### config.mk
export PLATFORM = sky130hd
export DESIGN_NAME = ahb_slave_mem_bridge
export DESIGN_NICKNAME = d
export VERILOG_FILES = /design/src/rtl/ahb_slave_mem_bridge.sv
export SDC_FILE = /design/constraint.sdc
export NUM_CORES = 1
export LEC_CHECK = 0
export CAP_MARGIN = 20
export CORE_MARGIN = 2
export CORE_UTILIZATION = 35
export CTS_CLUSTER_SIZE = 20
export DETAILED_ROUTE_END_ITERATION = 12
export DONT_BUFFER_PORTS = 1
export SLEW_MARGIN = 20
export SYNTH_ARGS = -nofsm -noshare
export SYNTH_HDL_FRONTEND = slang
export SYNTH_SLANG_ARGS = --single-unit
### constraint.sdc
create_clock -name i_clk_ahb -period 2.5 [get_ports i_clk_ahb]
set_clock_uncertainty 0.1 [all_clocks]
set_input_delay 0.5 -clock i_clk_ahb [delete_from_list [all_inputs] [get_ports i_clk_ahb]]
set_output_delay 0.5 -clock i_clk_ahb [all_outputs]
set_load 0.01 [all_outputs]
### src/rtl/ahb_slave_mem_bridge.sv
// AHB-Lite slave turning pipelined address/data phases into single-beat memory requests.
// Zero-latency data phase when memory is ready; stalls via o_hreadyout otherwise.
module ahb_slave_mem_bridge #(
  parameter int DATA_WIDTH = 32,
  parameter int ADDR       = 32
) (
  input  logic                  i_clk_ahb,
  input  logic                  i_rstn_ahb,
  input  logic                  i_hready,
  input  logic                  i_hmastlock,
  input  logic                  i_htrans,
  input  logic [3:0]            i_hprot,
  input  logic [2:0]            i_hburst,
  input  logic [2:0]            i_hsize,
  input  logic                  i_hwrite,
  input  logic [ADDR-1:0]       i_haddr,
  input  logic [DATA_WIDTH-1:0] i_hwdata,
  input  logic                  i_hselx,
  input  logic                  i_ready,
  input  logic                  i_rd_valid,
  input  logic [DATA_WIDTH-1:0] i_rd_data,
  output logic                  o_hreadyout,
  output logic                  o_hresp,
  output logic [DATA_WIDTH-1:0] o_hrdata,
  output logic                  o_valid,
  output logic                  o_rd0_wr1,
  output logic [DATA_WIDTH-1:0] o_wr_data,
  output logic [ADDR-1:0]       o_addr
);

  typedef enum logic [1:0] {
    ST_IDLE  = 2'd0,
    ST_WRITE = 2'd1,
    ST_READ  = 2'd2
  } state_t;

  state_t                r_state;
  state_t                w_state_nxt;
  logic [ADDR-1:0]       r_addr;
  logic                  r_wr;
  logic [DATA_WIDTH-1:0] r_hrdata;

  logic                  w_hreadyout;
  logic                  w_done;
  logic                  w_accept;
  logic                  w_unused;

  assign w_unused = ^{i_hmastlock, i_hprot, i_hburst, i_hsize};

  assign w_done   = w_hreadyout & i_hready;
  // Qualifying with our own HREADYOUT keeps a stalled request intact even if HREADY misbehaves.
  assign w_accept = i_hselx & i_htrans & i_hready & w_hreadyout;

  always_ff @(posedge i_clk_ahb or negedge i_rstn_ahb) begin
    if (!i_rstn_ahb) begin
      r_state  <= ST_IDLE;
      r_addr   <= '0;
      r_wr     <= 1'b0;
      r_hrdata <= '0;
    end else begin
      r_state <= w_state_nxt;
      if (w_accept) begin
        r_addr <= i_haddr;
        r_wr   <= i_hwrite;
      end
      if ((r_state == ST_READ) && w_done) begin
        r_hrdata <= i_rd_data;
      end
    end
  end

  always_comb begin
    w_state_nxt = r_state;
    w_hreadyout = 1'b1;
    o_valid     = 1'b0;
    o_addr      = '0;
    o_rd0_wr1   = 1'b0;
    o_wr_data   = '0;
    o_hrdata    = r_hrdata;
    case (r_state)
      ST_WRITE: begin
        o_valid     = 1'b1;
        o_addr      = r_addr;
        o_rd0_wr1   = r_wr;
        o_wr_data   = i_hwdata;
        w_hreadyout = i_ready;
      end
      ST_READ: begin
        o_valid     = 1'b1;
        o_addr      = r_addr;
        o_rd0_wr1   = r_wr;
        w_hreadyout = i_ready & i_rd_valid;
        if (i_rd_valid) begin
          o_hrdata = i_rd_data;
        end
      end
      default: begin
        w_hreadyout = 1'b1;
      end
    endcase
    if (w_accept) begin
      w_state_nxt = i_hwrite ? ST_WRITE : ST_READ;
    end else if (w_done) begin
      w_state_nxt = ST_IDLE;
    end
  end

  assign o_hreadyout = w_hreadyout;
  assign o_hresp     = 1'b0;

endmodule

==> impl_metrics.csv <==
group,metric,value,unit
run_status,outcome,"finished, final reports clean",
finish,instances_no_fill,409,
floorplan,coreArea,9820,µm²
synth,avgSynthCellArea,13.3,µm²
critical_path,r2r-end,"r_addr[14]",
synth,netlist_top_cells_area,"dfrtp_1 47%, mux2_2 21%, mux2_4 12%",
placed_design,gp_congestion,0.980,
min_path,min_path_cells,1,
synth,ys_warn_count,0,
synth,synthTopCellsByCount,"67 x dfrtp_1, 66 x mux2_2, 32 x and2_1",
synth,yosysUniqueCellTypes,24,
timing,slew_viol_final,0,
timing,setup_tns,0,ns
cts,cts_buffers,9,
route,drt_first_iter_violations,66,
timing,hold_slack,0.162,ns
timing,fmax,0.422,GHz
cts,clkSinkCount,67,
timing,period_needed,2.37,ns
route,detail_route.wl_per_cell,18.3,µm
critical_path,worstSetupPathDepth,4,
floorplan,num_rows,36,
cts,post_cts_buffers,0,
timing,setup_violations,0,
synth,yosys.area.top_type,"dfrtp_1",
critical_path,rr_worst_depth,6,
synth,synth_cells,266,
floorplan,dieArea,11000,µm²
cts,cts-root-buf,"clkbuf_8",
synth,synthFlopType,"dfrtp_1",
timing,hold_viol,0,
critical_path,cp-startpoint,"r_state[0]",
synth,synth_seq_cells,67,
route,avgViaCountPerCell,4.96,
synth,syn-num-nets,383,
global_routing,grt-ovfl-total,0,
critical_path,cpMaxStageDelayCell,"dfrtp_1",
route,drc_errors,0,
pwr,irDropWorstVdd,441,µV
global_routing,grt_use_total,0.136,
synth,netlist.area_leader.share,0.472,
critical_path,worstReg2RegStart,"r_state[0]",
timing,post-route-period-util,0.948,
global_routing,grt_antenna_before_repair,5,
cts,cts_tree,"built",
pwr,p_leak,1.70,nW
synth,syn-cell-area,3550,µm²
placed_design,dp.final_hpwl,5240,µm
critical_path,required,1.90,ns
cts,cts_buffer_depth,2,
critical_path,end_kind,"output pin",
route,vias,2028,
placed_design,placed_cells,388,
cts,path_clk_slew,0.07,ns
cts,cts_htree_levels,3,
min_path,hp-class,"input pin to flop",
critical_path,crit_chain,"inv_1 -> ha_1 -> buf_4 -> and2b_2",
critical_path,crit_arrival,1.77,ns
floorplan,ios,215,
synth,synthArstFlopShare,1.00,
route,first_pass_iters,4,
timing,rsz0062_at_grt,"false",
critical_path,crit_type,"flop to output pin",
synth,synth-edff-count,0,
job,drv_cap,0,
synth,synth.most_common_cell,"dfrtp_1",
finish,nets,385,
route,final_antenna_net_count,0,
synth,ys_seq_area_frac,0.472,
cts,insertion_delay,0.32,ns
critical_path,slowest_delay,0.38,ns
global_routing,grt_pass1_vias,2147,
critical_path,startpoint_type,"flop",
pwr,p_per_area,1200,nW/µm²
route,drt-total-wl,7470,µm
floorplan,dieHeight,105,µm
critical_path,path_delay_family,"buffers and inverters",
global_routing,grt_pass1_wl,11600,µm
global_routing,grt_max_degree,68,
critical_path,critPathMaxFanout,33,
floorplan,die_w,105,µm
placed_design,numPortBuffers,0,
critical_path,r2r_slack,0.55,ns
min_path,hp-start,"i_hwrite",
min_path,hold_end,"r_state[1]",
critical_path,crit_buf_inv,2,
finish,drive_gt1_frac,0.454,
floorplan,initial_core_util,0.361,
finish,synthToLayoutAreaGrowth,12.6,%
==> timing repair <==
item | 4_1_cts | 5_1_grt
endpoints found under the hold margin | 67 | 0
setup endpoints to repair | 0 | 0
hold buffers | 2 | 0
gates resized for setup | 0 | 0
==> routing by layer <==
metal / vias up / GRT usage / wire [µm] / share of wire
met2: 119 / 0.182 / 3160 / 0.42
met3: 12 / 0.0817 / 924 / 0.12
met1: 976 / 0.182 / 3280 / 0.44
met5: - / 0 / 30 / 0.0040
met4: 4 / 0.0400 / 74 / 0.0099
li1: 917 / - / - / -
==> worst max path at each step <==
| stage | end |
|---|---|
| finish | o_rd0_wr1 |
| global route | o_hrdata[31] |
| CTS | o_rd0_wr1 |
| detailed placement | o_hrdata[31] |
| global placement | o_hrdata[31] |
| floorplan | o_hrdata[0] |
==> metrics by stage <==
step	power, W	setup WS (ns)	utilization	instance area (µm²)
2_1_floorplan	0.00335	0.559	-	3550
3_3_place_gp	0.00358	0.492	0.375	3680
3_5_place_dp	0.00362	0.471	0.375	3680
4_1_cts	0.00488	0.0731	0.406	3990
5_1_grt	0.00511	0.00691	0.407	4000
6_report	0.00480	0.129	0.407	4000
==> logic make-up after synthesis <==
family                     count (synthesis)  share of synthesized area
muxes                                     97                      0.339
and+or+nand+nor                           70                      0.126
DFF                                       67                      0.472
buffers and inverters                     20                     0.0360
AOI/OAI and AO/OA                          9                     0.0187
adders and majority gates                  2                    0.00705
other                                      1                    0.00106
==> cell type report <==
type,count,area (µm²)
timing repair buffer,7,113
clock buffer,10,128
inverter,4,15.0
clock inverter,6,138
sequential,67,1680
multi-input combinational,179,1750
antenna,3,7.51
tap,133,166
fill,953,5820
==> registers in the layout, indices dropped and copies added, names as in the netlist <==
register / count
r_wr: 1
r_addr: 32
r_hrdata: 32
r_state: 2
==> report_power, final <==
group          internal (W)  switching [W]  leakage, nW
clock              0.000767       0.000404        0.131
combinational      0.000955       0.000807        0.770
sequential          0.00161       0.000257        0.804
total               0.00333        0.00147         1.70
==> layout by cell type (no fill, tap or decap) <==
cell	synthesis	final
a22o_1	1	1
nor3_4	1	1
dlygate4sd3_1	0	1
dfrtp_1	67	67
buf_4	1	2
and2b_2	3	3
diode_2	0	3
buf_16	0	1
clkinv_4	0	2
o21ai_2	1	1
conb_1	1	1
clkbuf_1	6	1
and2_1	32	32
bufinv_16	0	4
mux2_4	29	29
a211oi_2	1	1
or2_2	1	1
o21ai_0	3	3
ha_1	2	2
nand2_1	3	3
a21oi_1	1	1
a21oi_4	0	1
mux2_2	66	66
nor2b_1	30	30
inv_1	4	4
mux2_1	2	2
buf_12	0	3
clkbuf_8	0	9
o31ai_1	1	1
Power figures use the tool's default switching activity.
